$ cat src/rtl/shift_add_mult_ctrl.sv
// Sequential 4x4 unsigned shift-and-add multiplier controller that borrows an
// external 8-bit adder, one partial product per RUN cycle over four cycles.
module shift_add_mult_ctrl (
  input  logic       clk,
  input  logic       rst,
  input  logic       start,
  input  logic [3:0] a,
  input  logic [3:0] b,
  output logic [7:0] add_x,
  output logic [7:0] add_y,
  input  logic [7:0] add_sum,
  input  logic       add_cout,
  output logic [7:0] product,
  output logic       busy,
  output logic       done,
  output logic       ovf
);

  typedef enum logic [1:0] {
    IDLE = 2'd0,
    RUN  = 2'd1,
    DONE = 2'd2
  } state_t;

  state_t     state_q;
  logic [7:0] acc_q;
  logic [7:0] mcand_q;
  logic [3:0] mplier_q;
  logic [1:0] count_q;
  logic [7:0] product_q;
  logic       busy_q;
  logic       done_q;
  logic       ovf_q;
  logic [7:0] add_x_d;
  logic [7:0] add_y_d;

  // The adder is only used while RUN; otherwise its operands are held at zero.
  always_comb begin
    add_x_d = 8'h00;
    add_y_d = 8'h00;
    if (state_q == RUN) begin
      add_x_d = acc_q;
      add_y_d = mplier_q[0] ? mcand_q : 8'h00;
    end
  end

  always_ff @(posedge clk) begin
    if (rst) begin
      state_q   <= IDLE;
      acc_q     <= 8'h00;
      mcand_q   <= 8'h00;
      mplier_q  <= 4'h0;
      count_q   <= 2'd0;
      product_q <= 8'h00;
      busy_q    <= 1'b0;
      done_q    <= 1'b0;
      ovf_q     <= 1'b0;
    end else begin
      case (state_q)
        IDLE: begin
          if (start) begin
            mcand_q  <= {4'b0000, a};
            mplier_q <= b;
            acc_q    <= 8'h00;
            count_q  <= 2'd0;
            ovf_q    <= 1'b0;
            busy_q   <= 1'b1;
            state_q  <= RUN;
          end
        end
        RUN: begin
          acc_q    <= add_sum;
          mcand_q  <= {mcand_q[6:0], 1'b0};
          mplier_q <= {1'b0, mplier_q[3:1]};
          count_q  <= count_q + 2'd1;
          if (add_cout) begin
            ovf_q <= 1'b1;
          end
          // Last partial product: the adder output is already the full result.
          if (count_q == 2'd3) begin
            product_q <= add_sum;
            done_q    <= 1'b1;
            state_q   <= DONE;
          end
        end
        DONE: begin
          done_q  <= 1'b0;
          busy_q  <= 1'b0;
          state_q <= IDLE;
        end
        default: begin
          done_q  <= 1'b0;
          busy_q  <= 1'b0;
          state_q <= IDLE;
        end
      endcase
    end
  end

  assign add_x   = add_x_d;
  assign add_y   = add_y_d;
  assign product = product_q;
  assign busy    = busy_q;
  assign done    = done_q;
  assign ovf     = ovf_q;

endmodule

$ cat config.mk
export PLATFORM = sky130hd
export DESIGN_NAME = shift_add_mult_ctrl
export DESIGN_NICKNAME = d
export VERILOG_FILES = /design/src/rtl/shift_add_mult_ctrl.sv
export SDC_FILE = /design/constraint.sdc
export NUM_CORES = 1
export LEC_CHECK = 0
export BUFFER_PORTS_ARGS = -buffer_cell sky130_fd_sc_hd__clkbuf_2
export CORE_MARGIN = 2
export CORE_UTILIZATION = 50
export CTS_BUF_LIST = sky130_fd_sc_hd__clkbuf_16
export DETAILED_ROUTE_END_ITERATION = 8
export GPL_TIMING_DRIVEN = 0
export HOLD_SLACK_MARGIN = 0.02
export PLACE_DENSITY = 0.75
export SLEW_MARGIN = 20
export SYNTH_ARGS = -nofsm -noshare
export SYNTH_HDL_FRONTEND = slang
export SYNTH_SLANG_ARGS = --single-unit
$ cat constraint.sdc
create_clock -name clk -period 1.75 [get_ports clk]
set_input_delay 0.175 -clock clk [delete_from_list [all_inputs] [get_ports clk]]
set_output_delay 0.175 -clock clk [all_outputs]
set_load 0.01 [all_outputs]
== Yosys cells after proc, flatten, opt, wreduce, memory -nomap -nowiden ==
Index checks and enable logic that the tools add are counted.
Word-level totals
  register bits after elaboration: 35
  input bits: 20
  output and inout port bits: 27
  logic and storage cells: 46
Cells by class
  $add $sub $neg: 1
  equal/unequal tests: 5
  multiplexer cells: 21
  bitwise gates (word level): 2
  reduce and logical (&&, ||, !) cells: 8
Operator list (number)
  $mux 8: 5
  $pmux 8 s2: 2
  $reduce_and 2->1: 5
  $pmux 2 s2: 2
  $pmux 4 s2: 1
  $mux 2: 3
  $pmux 1 s2: 3
  $mux 1: 4
  $mux 4: 1
  $ne 2x2->1 const B: 2
  $reduce_and 3->1: 1
  $add 2x1->2 const B: 1
  $eq 2x1->1 const B: 1
  $eq 2x2->1 const B: 1
  $logic_not 2->1: 1
  $ne 2x1->1 const B: 1
  $not 1->1: 2
  $reduce_bool 2->1: 1

== Longest topological paths before layout ==
  depth in word-level cells: 3
  mapped depth: 5
  depth with buffers taken out: 4

== Worst setup path before layout ==
OpenSTA, ideal clock, no wires.
  path kind: register to output
  start: reg state_q[0]
  end: out add_y[1]
  arrival time: 1.048 ns
  data required time: 1.575 ns
  path slack: 0.527 ns
  stages on the path, launching flop included: 5
  path buffers: 2
  path through: dfxtp_1 buf_2 and2b_1 clkbuf_1 and3_1
On the way
  word-level cells in the longest chain between the ends: 2
RTL lines
  start, declared: RTL line 25  | state_t state_q;
  start signal, assigned: RTL line 49  | state_q <= IDLE;
  start signal, assigned: RTL line 68  | state_q <= RUN;
  start signal, assigned: RTL line 83  | state_q <= DONE;
  $eq 2x1->1: RTL line 41  | if (state_q == RUN) begin
  $mux 8: RTL line 41
  end, declared: RTL line 10  | output logic [7:0] add_y,
Every way passes these cells.

== Worst setup path in the final report ==
  start: reg state_q[0]
  end: out add_y[6]
The elaborated chain is that of the path after synthesis.

==> impl_metrics.csv <==
group,metric,value,unit
outcome,status,"complete, no violations",
synth,synth_edf_count,0,
final_layout,fin_util,0.662,
floorplanning,rows,19,
floorplanning,fp.dieArea,3270,um2
power,power_density,1010,nW/um2
synth,netlist_top_cells_area,"dfxtp_1 (50%), a22oi_1 (6.9%), nor2_1 (6.9%)",
setup_path,critPathTopFamily,"buffers and inverters",
final_layout,nets,237,
sta,setup_viol,0,
power,p_leak,0.835,nW
clock_tree,cts_tree,"done",
route,wl_per_cell,13.8,um
sta,layout_worst_path_cycle_share,0.937,
synth,synthCells,164,
sta,fmax,610,MHz
setup_path,critPathMaxFanout,10,
global_route,antenna_found_initial,0,
synth,syn_area,1420,um2
synth,yosysMostFrequentCell,"dfxtp_1",
placed_design,port_buffers,45,
route,drcViolationCount,0,
placed_design,dp_hpwl,2370,um
route,drt_iter0_markers,62,
setup_path,cp_cell_sequence,"buf_2 -> and2b_1 -> buf_2 -> and3_1 -> clkbuf_2",
synth,synth_common_cells,"dfxtp_1 (35), nor2_1 (26), nand2_1 (16), a21oi_1 (13), a22oi_1 (13)",
power,peakVddDrop,0.968,mV
final_layout,syn2layout_area_growth,27.9,%
global_route,grt_pass1_vias,1280,
route,vias,1316,
global_route,grt_overflow_total,0,
sta,tns,0,ps
sta,fin_crit,1640,ps
setup_path,critPathLaunchType,"flop",
synth,ys.warnings.count,0,
floorplanning,chipHeight,57.2,um
flow_run,max_cap_violations,0,
route,antenna_left,0,
sta,hold_violations,0,
placed_design,gp_congestion,0.776,
clock_tree,cts_hold_buf,0,
global_route,grt_use_total,0.231,
floorplanning,fp.coreArea,2730,um2
setup_path,end_kind,"primary output",
floorplanning,io_pins,47,
synth,async_reset_ff_frac,0,
floorplanning,initial_utilization,0.518,
global_route,grt_pass1_wl,5780,um
setup_path,slowest_delay,300,ps
power,power,1.83,mW
setup_path,cp_num_buf_inv,3,
setup_path,cp.required,1570,ps
floorplanning,die_width,57.2,um
clock_tree,cts-buffers-inserted,5,
clock_tree,cts-root-buf,"clkbuf_16",
route,drt_first_pass_iters,4,
route,drt_wl_total,3390,um
min_path,hold_class,"in -> reg",
synth,synth_nets,185,
synth,synth-seq-area-share,0.495,
clock_tree,clk_pin_slew_worst_paths,50,ps
synth,ys_ff_latch,35,
clock_tree,h-tree-depth,2,
sta,slew_headroom,0.686,
global_route,grt_max_degree,11,
synth,synth_top_area_frac,0.495,
sta,rsz0062_at_grt,"no",
sta,drv_slew,0,
synth,yosys.area.top_type,"dfxtp_1",
setup_path,worst_ep_arrival_time,1460,ps
synth,synth_ff_type,"dfxtp_1",
sta,clock_skew,4.49,ps
final_layout,antenna_cells,0,
setup_path,cpMostUsedCell,"buf_2",
clock_tree,clkSinkCount,35,
clock_tree,clk_latency,270,ps
final_layout,drive_gt1_frac,0.274,
sta,tightest_slew,472,ps
clock_tree,max-clock-path-buffers,2,
setup_path,cp_slowest_cell,"dfxtp_1",
setup_path,critPathKind,"reg -> out",
synth,synth_cell_types,27,
route,vias_per_cell,5.35,
final_layout,nFillCells,253,
synth,synth.avg_cell_area,8.63,um2
## routing by layer
metal  global-route usage  vias up  share of wire
li1                     -      668              -
met4               0.0598        0          0.011
met5                    0        -              0
met1                0.293      615           0.45
met3               0.0748        4          0.043
met2                0.383       29           0.50
## registers in the layout (all words and copies together) (netlist names)
register and flops:
product 8, mplier_q 4, acc_q 8, mcand_q 8, state_q 2, count_q 2
ovf 1, done 1, busy 1
## timing repair
action	CTS	global route
setup buffers	0	0
setup endpoints to repair	16	3
resized for setup	2	2
## kinds of logic (layout without fill, tap and decap cells)
logic type / after synthesis / after routing / share of synthesized area
multiplexers: 4 / 4 / 0.0283
AO/OA/AOI/OAI: 36 / 36 / 0.164
adder cells (fa/ha/maj): 1 / 1 / 0.00884
buffers and inverters: 15 / 66 / 0.0486
AND/OR/NAND/NOR: 73 / 73 / 0.255
flip-flops: 35 / 35 / 0.495
## area by class of cell
class / instances / area, um2 / area share
sequential: 35 / 701 / 0.387
multi-input combinational: 114 / 646 / 0.357
timing repair buffer: 45 / 225 / 0.124
clock buffer: 5 / 125 / 0.0691
buffer: 13 / 63.8 / 0.0352
tap: 31 / 38.8 / 0.0214
inverter: 2 / 7.51 / 0.00415
clock inverter: 1 / 3.75 / 0.00207
## where the power goes
part	internal [mW]	total (mW)	switching, mW
Clock	0.504	0.790	0.287
Sequential	0.833	0.857	0.0231
Combinational	0.0766	0.182	0.105
Total	1.41	1.83	0.415
## layout by cell type, fill, tap and decap left out, types with 2 or more instances in the layout
master / Yosys / routed
clkbuf_2: 0 / 45
dfxtp_1: 35 / 35
nor2_1: 26 / 26
nand2_1: 16 / 16
a22oi_1: 13 / 13
a21oi_1: 13 / 13
and2_1: 8 / 8
and3_1: 8 / 8
buf_2: 4 / 6
a211oi_1: 5 / 5
clkbuf_16: 0 / 5
clkbuf_1: 6 / 4
nor4_1: 4 / 4
mux2i_1: 4 / 4
inv_1: 2 / 3
o21ai_0: 3 / 3
nor3_1: 3 / 3
buf_4: 2 / 2
nor2b_1: 2 / 2
## worst reg2reg max path, stage by stage, from the launching register on
cell	delay (ps)
dfxtp_1	300
buf_2	190
buf_4	220
nand3b_1	290
nand2_1	170
a21oi_1	80
## worst paths after layout
check / startpoint / to / slack, ps / depth (start not counted)
setup / recovery: state_q[0] / add_y[6] / 110 / 5
hold / removal: add_sum[3] / product[3] / 140 / 3
setup reg to reg: state_q[0] / product[5] / 360 / 5
hold reg to reg: product[3] / product[3] / 450 / 2
## metrics by stage
| stage | setup WS [ps] | hold WS [ps] | area, um2 | std cells |
|---|---|---|---|---|
| 3_5_place_dp | 240 | 428 | 1680 | 240 |
| 2_1_floorplan | 527 | 311 | 1420 | 164 |
| 4_1_cts | 74.6 | 136 | 1810 | 246 |
| 3_3_place_gp | 283 | 417 | 1680 | 240 |
| 5_1_grt | 12.7 | 147 | 1810 | 246 |
| 6_report | 111 | 141 | 1810 | 246 |
(Power assumes the default switching activity.)
